`src/rtl/event_rate_counter_pkg.sv`:
```
// Shared definitions for the event rate counter and related scaler blocks.
//   state_e  : gate FSM state encoding (IDLE / COUNT)
//   sat_inc  : saturating increment on a value of up to 64 bits, with the
//              all-ones limit passed in so any accumulator width can use it
package event_rate_counter_pkg;

   typedef enum logic {
      ST_IDLE  = 1'b0,
      ST_COUNT = 1'b1
   } state_e;

   typedef struct packed {
      logic        sat;
      logic [63:0] val;
   } sat_inc_t;

   // sat is set when an increment is attempted with val already at max_val;
   // val then stays at max_val.
   function automatic sat_inc_t sat_inc(input logic [63:0] val,
                                        input logic [63:0] max_val,
                                        input logic        inc);
      sat_inc_t r;
      r.val = val;
      r.sat = 1'b0;
      if (inc) begin
         if (val >= max_val) r.sat = 1'b1;
         else                r.val = val + 64'd1;
      end
      return r;
   endfunction

endpackage

```
`src/rtl/event_gate_timer.sv`:
```
// Modulo-GATE_PERIOD gate timer with synchronous restart.
//   clk, rst_n  : clock, asynchronous active-low reset
//   en_i        : count while high; held at 0 while low
//   restart_i   : synchronous return to 0 (timer restarts with the next cycle)
//   tc_o        : terminal count, high on the last cycle of a gate while enabled
module event_gate_timer
   import event_rate_counter_pkg::*;
#(
   parameter int unsigned GATE_PERIOD = 1000000,
   parameter int unsigned GATE_BITS   = 24
) (
   input  logic clk,
   input  logic rst_n,
   input  logic en_i,
   input  logic restart_i,
   output logic tc_o
);

   localparam logic [GATE_BITS-1:0] LAST = GATE_BITS'(GATE_PERIOD - 1);

   logic [GATE_BITS-1:0] timer_q, timer_d;

   assign tc_o = en_i && (timer_q == LAST);

   // Wrapping on terminal count keeps consecutive gates contiguous.
   always_comb begin
      timer_d = timer_q + GATE_BITS'(1);
      if (!en_i || restart_i || tc_o) timer_d = '0;
   end

   always_ff @(posedge clk or negedge rst_n) begin
      if (!rst_n) timer_q <= '0;
      else        timer_q <= timer_d;
   end

endmodule

```
`src/rtl/event_rate_counter.sv`:
```
// Gated event rate counter: counts event_i strobes over GATE_PERIOD clocks
// and presents each completed gate's result on a held output.
//   clk, rst_n     : clock, asynchronous active-low reset
//   enable_i       : run gates while high
//   clear_i        : synchronous clear of the result and restart of the gate
//   event_i        : event strobe in the clk domain, one count per high cycle
//   count_o        : saturated count of the last completed gate (held)
//   count_valid_o  : one-cycle pulse when count_o takes a new value
//   overflow_o     : last completed gate saturated (updates with count_o)
//   gate_active_o  : high while a gate is running
//
// state    | meaning
// ---------+------------------------------------------------------------
// ST_IDLE  | stopped; accumulator and timer held at 0, result held
// ST_COUNT | gate running; accumulate events until terminal count
module event_rate_counter
   import event_rate_counter_pkg::*;
#(
   parameter int unsigned WIDTH       = 32,
   parameter int unsigned GATE_PERIOD = 1000000,
   parameter int unsigned GATE_BITS   = 24
) (
   input  logic             clk,
   input  logic             rst_n,
   input  logic             enable_i,
   input  logic             clear_i,
   input  logic             event_i,
   output logic [WIDTH-1:0] count_o,
   output logic             count_valid_o,
   output logic             overflow_o,
   output logic             gate_active_o
);

   if (GATE_PERIOD < 2 || 64'(GATE_PERIOD) > (64'd1 << GATE_BITS)) begin : g_bad_gate
      $error("event_rate_counter: GATE_PERIOD must be in 2 .. 2**GATE_BITS");
   end

   localparam logic [63:0] ACC_MAX = 64'({WIDTH{1'b1}});

   state_e           state_q, state_d;
   logic [WIDTH-1:0] acc_q, acc_d;
   logic             sat_q, sat_d;
   logic [WIDTH-1:0] count_q, count_d;
   logic             ovf_q, ovf_d;
   logic             vld_q, vld_d;
   logic             gate_end;
   logic             timer_restart;
   sat_inc_t         inc_r;
   logic [63:0]      inc_full;
   logic             unused_inc_bits;

   // Disabling mid-gate throws the partial gate away; the timer follows.
   assign timer_restart = clear_i || !enable_i;

   event_gate_timer #(
      .GATE_PERIOD (GATE_PERIOD),
      .GATE_BITS   (GATE_BITS)
   ) u_timer (
      .clk       (clk),
      .rst_n     (rst_n),
      .en_i      (state_q == ST_COUNT),
      .restart_i (timer_restart),
      .tc_o      (gate_end)
   );

   assign inc_full        = inc_r.val;
   assign unused_inc_bits = ^inc_full;

   always_comb begin
      state_d = enable_i ? ST_COUNT : ST_IDLE;
      acc_d   = acc_q;
      sat_d   = sat_q;
      count_d = count_q;
      ovf_d   = ovf_q;
      vld_d   = 1'b0;
      inc_r   = sat_inc(64'(acc_q), ACC_MAX, event_i);

      if (clear_i) begin
         acc_d   = '0;
         sat_d   = 1'b0;
         count_d = '0;
         ovf_d   = 1'b0;
      end else if (state_q == ST_IDLE) begin
         acc_d = '0;
         sat_d = 1'b0;
      end else if (gate_end) begin
         // Gate end wins over disable; the final cycle's event is included.
         count_d = WIDTH'(inc_full);
         ovf_d   = sat_q || inc_r.sat;
         vld_d   = 1'b1;
         acc_d   = '0;
         sat_d   = 1'b0;
      end else if (!enable_i) begin
         acc_d = '0;
         sat_d = 1'b0;
      end else begin
         acc_d = WIDTH'(inc_full);
         sat_d = sat_q || inc_r.sat;
      end
   end

   always_ff @(posedge clk or negedge rst_n) begin
      if (!rst_n) begin
         state_q <= ST_IDLE;
         acc_q   <= '0;
         sat_q   <= 1'b0;
         count_q <= '0;
         ovf_q   <= 1'b0;
         vld_q   <= 1'b0;
      end else begin
         state_q <= state_d;
         acc_q   <= acc_d;
         sat_q   <= sat_d;
         count_q <= count_d;
         ovf_q   <= ovf_d;
         vld_q   <= vld_d;
      end
   end

   assign count_o       = count_q;
   assign count_valid_o = vld_q;
   assign overflow_o    = ovf_q;
   assign gate_active_o = (state_q == ST_COUNT);

endmodule

```
`config.mk`:
```
export PLATFORM = sky130hd
export DESIGN_NAME = event_rate_counter
export DESIGN_NICKNAME = d
export VERILOG_FILES = /design/src/rtl/event_rate_counter_pkg.sv /design/src/rtl/event_gate_timer.sv /design/src/rtl/event_rate_counter.sv
export SDC_FILE = /design/constraint.sdc
export NUM_CORES = 1
export LEC_CHECK = 0
export ABC_AREA = 1
export CAP_MARGIN = 20
export CELL_PAD_IN_SITES_DETAIL_PLACEMENT = 1
export CELL_PAD_IN_SITES_GLOBAL_PLACEMENT = 1
export CORE_UTILIZATION = 43
export DETAILED_ROUTE_END_ITERATION = 10
export GPL_TIMING_DRIVEN = 0
export PLACE_DENSITY = 0.79
export SETUP_SLACK_MARGIN = 0.15
export SYNTH_ARGS = -nofsm -noshare
export SYNTH_HDL_FRONTEND = slang
export SYNTH_SLANG_ARGS = --single-unit
export TNS_END_PERCENT = 50
```
`constraint.sdc`:
```
create_clock -name clk -period 2.2 [get_ports clk]
set_input_delay 0.66 -clock clk [delete_from_list [all_inputs] [get_ports clk]]
set_output_delay 0.66 -clock clk [all_outputs]
set_load 0.005 [all_outputs]
```
* After elaboration in Yosys (flattened, before gate mapping)
Cells that the tools add are included.
Operators by class: $add $sub $neg 2, multiply operators 0, divide/modulo/power cells 0, order comparisons 1, eq/ne operators 1, shift operators 0, multiplexer cells 22, bitwise operators 0, reductions and logical operators 10
Operator list (count):
- $mux W32 | 7
- $mux W65 | 1
- $add A32 B1 Y33 const B | 1
- $mux W33 | 1
- $ge A32 B32 Y1 const B | 1
- $add A24 B1 Y24 const B | 1
- $eq A24 B20 Y1 const B | 1
- $mux W24 | 1
- $mux W1 | 12
- $logic_or A1 B1 Y1 | 4
- $reduce_bool A2 Y1 | 2
- $logic_not A1 Y1 | 2
- $reduce_and A2 Y1 | 1
- $logic_and A1 B1 Y1 | 1
Word-level totals: register bits 92, bits in latches 0, bits in writable memories 0, memory bits (read-only) 0, input port bits 5, output and inout bits 35, word-level logic and storage cells 43, memories kept 0

* Logic depth before layout (Yosys ltp)
word-level depth 8, gate-level depth with buffers 13, gate-level depth less buffers 13

* Modules after synthesis
From an unflattened synthesis, not the netlist that was laid out.
Second synthesis, totals: cells, all modules 758, area, all modules 5375.2 sq um
By module, submodules not included:
- event_rate_counter | instances 1, cells each 542, area each 3913.8 sq um
- event_gate_timer | instances 1, cells each 216, area each 1461.4 sq um

* Least setup slack after synthesis
OpenSTA, ideal clock, no wires.
path type reg2reg, from reg acc_q[0], to reg count_q[20] (netlist: count_o[20]), library setup time 0.117 ns, data arrival time 1.664 ns, required time 2.083 ns, slack 0.419 ns, cell stages (with the launch flop) 14, path through dfrtp_1 ha_1 inv_1 nor2_4 nand2_4 nor2_8 nand3_4 nand2_4 inv_2 buf_6 nand2_1 nand2_1 nand3_1 nand2_1
Between the ends: cells in the longest elaborated chain, start to end 6
RTL lines:
- start, declared | line event_rate_counter.sv:41 | logic [WIDTH-1:0] acc_q, acc_d;
- start signal, assigned | line event_rate_counter.sv:105 | acc_q <= '0;
- start signal, assigned | line event_rate_counter.sv:112 | acc_q <= acc_d;
- $add A32 B1 Y33 / $ge A32 B32 Y1 (equally long branches) | line event_rate_counter_pkg.sv:27, event_rate_counter_pkg.sv:26
- $mux W33 * | line event_rate_counter_pkg.sv:26 | if (val >= max_val) r.sat = 1'b1;
- $mux W65 * | line event_rate_counter_pkg.sv:25 | if (inc) begin
- $mux W32 * | line event_rate_counter.sv:86 | end else if (gate_end) begin
- $mux W32 * | line event_rate_counter.sv:83 | end else if (state_q == ST_IDLE) begin
- $mux W32 * | line event_rate_counter.sv:78 | if (clear_i) begin
- end signal, assigned | line event_rate_counter.sv:114 | count_q <= count_d;
- end, declared | line event_rate_counter.sv:43 | logic [WIDTH-1:0] count_q, count_d;
Mark *: on every way between the ends. The rest lies on a longest branch, timed or not. The select of a mux whose other input is x is not followed. A chain may end at the register's enable or synchronous reset.

* Worst setup path after layout
from reg state_q (netlist: gate_active_o), to out gate_active_o
RTL lines:
- start, declared | line event_rate_counter.sv:40 | state_e state_q, state_d;
- start signal, assigned | line event_rate_counter.sv:111 | state_q <= state_d;
- end, declared | line event_rate_counter.sv:31 | output logic gate_active_o
No word-level cell between the ends.

==> impl_metrics.py <==
metrics = {
    "global_routing": {
        "track_usage_pct": 27.5,
        "grt_pass1_wl_um": 24700,
        "grt-ovfl-total": 0,
        "grt_max_degree": 49,
        "grt_pass1_vias": 4852,
        "antenna_found_initial": 0,
    },
    "worst_setup_path": {
        "path_cells": "clkdlybuf4s50_1",
        "crit_fanout": 5,
        "r2r_slack_ps": 270,
        "r2r_cells": 10,
        "startpoint": "gate_active_o",
        "cpLargestDelayFamily": "buffers and inverters",
        "timing.rr.end": "count_o[7]",
        "path_buf_inv": 1,
        "max_stage_delay_ps": 550,
        "path_depth": 1,
        "cp-end-kind": "primary output",
        "reg2reg_from": "acc_q[0]",
        "required_ps": 1540,
        "cp.arrival_ps": 1360,
        "worstSetupPathType": "reg -> out",
        "cp_slowest_cell": "clkdlybuf4s50_1",
        "crit_path_start_kind": "flip-flop",
    },
    "finish": {
        "nets": 721,
        "num_antenna_cells": 0,
        "area_growth_pct": 20.9,
        "fillers": 1405,
        "drive_gt1_share_pct": 10.8,
        "regArea_mm2": 0.00230,
        "multi_input_area_mm2": 0.00239,
    },
    "clocking": {
        "cts_max_level": 3,
        "cts_made_buffers": 9,
        "clk_path_buf_depth": 2,
        "cts_tree": "yes",
        "cts_sinks": 92,
        "cts_hold_buf": 0,
        "cts_root_buf": "clkbuf_16",
        "clk_latency_ps": 360,
        "cts.clk_slew.worst_paths_ps": 70,
    },
    "synthesis": {
        "ys_warn_count": 0,
        "synth.net_count": 660,
        "synth_common_cells": "nand2_1, nor2_1, dfrtp_1",
        "seq_area_frac_synth_pct": 46.4,
        "synth_cell_types": 33,
        "yosys.area.top_type_share_pct": 46.4,
        "synth_edf_count": 0,
        "synth_flop_cell": "dfrtp_1",
        "synth_seq_cells": 92,
        "synth_area_leaders": "dfrtp_1, nand2_1, nor2_1",
        "syn_inst": 653,
        "avgSynthCellArea_um2": 7.60,
        "syn_area_mm2": 0.00496,
        "yosysTopAreaCell": "dfrtp_1",
        "yosysMostFrequentCell": "nand2_1",
        "ys_async_sr_fraction_pct": 100,
    },
    "sta": {
        "fmax_mhz": 495,
        "tns_ps": 0,
        "rsz0062_at_grt": "no",
        "skew_ps": 8.32,
        "hold_viol": 0,
        "drv_slew": 0,
        "worst_slew_pin_slew_ps": 631,
        "period_minus_slack_ps": 2020,
        "slew_headroom_pct": 57.9,
        "setup_viol": 0,
        "finalCritPeriodShare_pct": 91.9,
    },
    "detailed_routing": {
        "ant_nets": 0,
        "drtPass1Iterations": 5,
        "drtIter0Drc": 278,
        "via_per_inst": 5.37,
        "wl_met1_um": 7000,
        "vias": 4610,
        "wl_met3_um": 433,
        "wl_per_cell_um": 17.2,
        "dr.max_layer_used": "met4",
        "drc_errors": 0,
        "wl_met2_um": 7080,
        "wl_um": 14800,
    },
    "floorplan": {
        "initial_core_util_pct": 45.0,
        "dieArea_mm2": 0.0120,
        "fp-row-count": 38,
        "core_mm2": 0.0110,
        "die_h_um": 109,
        "ios": 40,
        "die-width_um": 109,
    },
    "run_status": {
        "outcome": "finished clean",
    },
    "power_and_ir_drop": {
        "swShare_pct": 24.1,
        "pwr-share-seq_pct": 48.0,
        "total_power_mw": 3.59,
        "internal_power_mw": 2.72,
        "ir_worst_vdd_v": 0.000500,
        "leakagePower_nw": 2.65,
        "power_density_mw_per_mm2": 598,
        "pwr-share-clk_pct": 46.2,
        "power_frac_comb_pct": 5.7,
        "p_sw_mw": 0.866,
    },
    "flow_run": {
        "cap_violations": 0,
    },
    "placed_design": {
        "io_buffers": 39,
        "dpl.hpwl_um": 10900,
        "gp_congestion": 0.937,
    },
    "min_path": {
        "min_path_type": "in -> async",
    },
}
==> logic make-up (layout without fill, tap and decap cells) <==
group / Yosys count / count (layout) / share of synthesized area [%]
DFF: 92 / 92 / 46.4
xor gates and xnor gates: 31 / 31 / 5.47
AOI/OAI and AO/OA: 30 / 30 / 3.30
buffers and inverters: 77 / 143 / 6.33
and+or+nand+nor: 421 / 421 / 38.0
adders and majority gates: 2 / 2 / 0.504
==> layout make-up <==
class                   instances  share of cell area (%)
multi-input cells             484                    39.9
inverters                      60                    3.75
clock inverters                 5                   0.959
well taps                     140                    2.92
repair buffers                 50                    8.21
flip-flops and latches         92                    38.4
plain buffers                  17                    1.71
clock buffers                  11                    4.21
==> routing by layer <==
metal | vias to the layer above | global-route usage, %
met5 | - | 0
met4 | 0 | 10.5
met3 | 22 | 3.38
met2 | 73 | 44.9
met1 | 2318 | 37.2
li1 | 2197 | -
==> how the worst max path moves through the flow <==
| stage | slack [ps] | endpoint |
|---|---|---|
| floorplan | 420 | count_o[20] |
| global placement | -3010 | u_timer.timer_q[8] |
| detailed placement | -510 | count_o[13] |
| CTS | 160 | count_o[30] |
| global route | 150 | u_timer.timer_q[14] |
| finish | 180 | gate_active_o |
==> registers in the layout (all words and copies together), names as in the netlist <==
| signal | flops |
|---|---|
| sat_q | 1 |
| overflow_o | 1 |
| acc_q | 32 |
| u_timer.timer_q | 24 |
| count_o | 32 |
| count_valid_o | 1 |
| gate_active_o | 1 |
==> repair_timing <==
action	CTS	global route
setup buffers	5	5
gates resized for setup	12	12
gates cloned	0	0
endpoints found under the setup margin	84	72
pin swaps	2	3
==> power groups by stage <==
stage,clock network (mW),registers [mW],logic (mW)
2_1_floorplan,0,1.75,0.0933
3_3_place_gp,0,1.76,0.191
3_5_place_dp,0,1.76,0.202
4_1_cts,1.68,1.72,0.208
5_1_grt,1.75,1.73,0.231
6_report,1.66,1.72,0.206
==> cell usage in the layout (no fill, tap or decap), drive strengths merged, types with 7 or more instances in the layout <==
cell type / Yosys / routed
nand3: 76 / 76
nand4: 16 / 16
nor2: 113 / 113
clkbuf: 8 / 19
clkdlybuf4s50: 0 / 37
xor2: 24 / 24
o21ai: 22 / 22
xnor2: 7 / 7
nor3: 14 / 14
dfrtp: 92 / 92
buf: 9 / 21
inv: 60 / 62
nand2: 191 / 191
==> per-stage QoR <==
stage               utilization [%]  instances  setup WS, ps  area [µm²]  hold WS (ps)
finish                         54.4        859           178        6000           306
global route                   54.4        859           148        6000           362
CTS                            53.8        854           162        5930           330
detailed placement             50.4        833          -507        5560           461
global placement               50.1        832         -3010        5530           455
floorplan                         -        653           419        4960           364
Power figures use the tool's default switching activity.
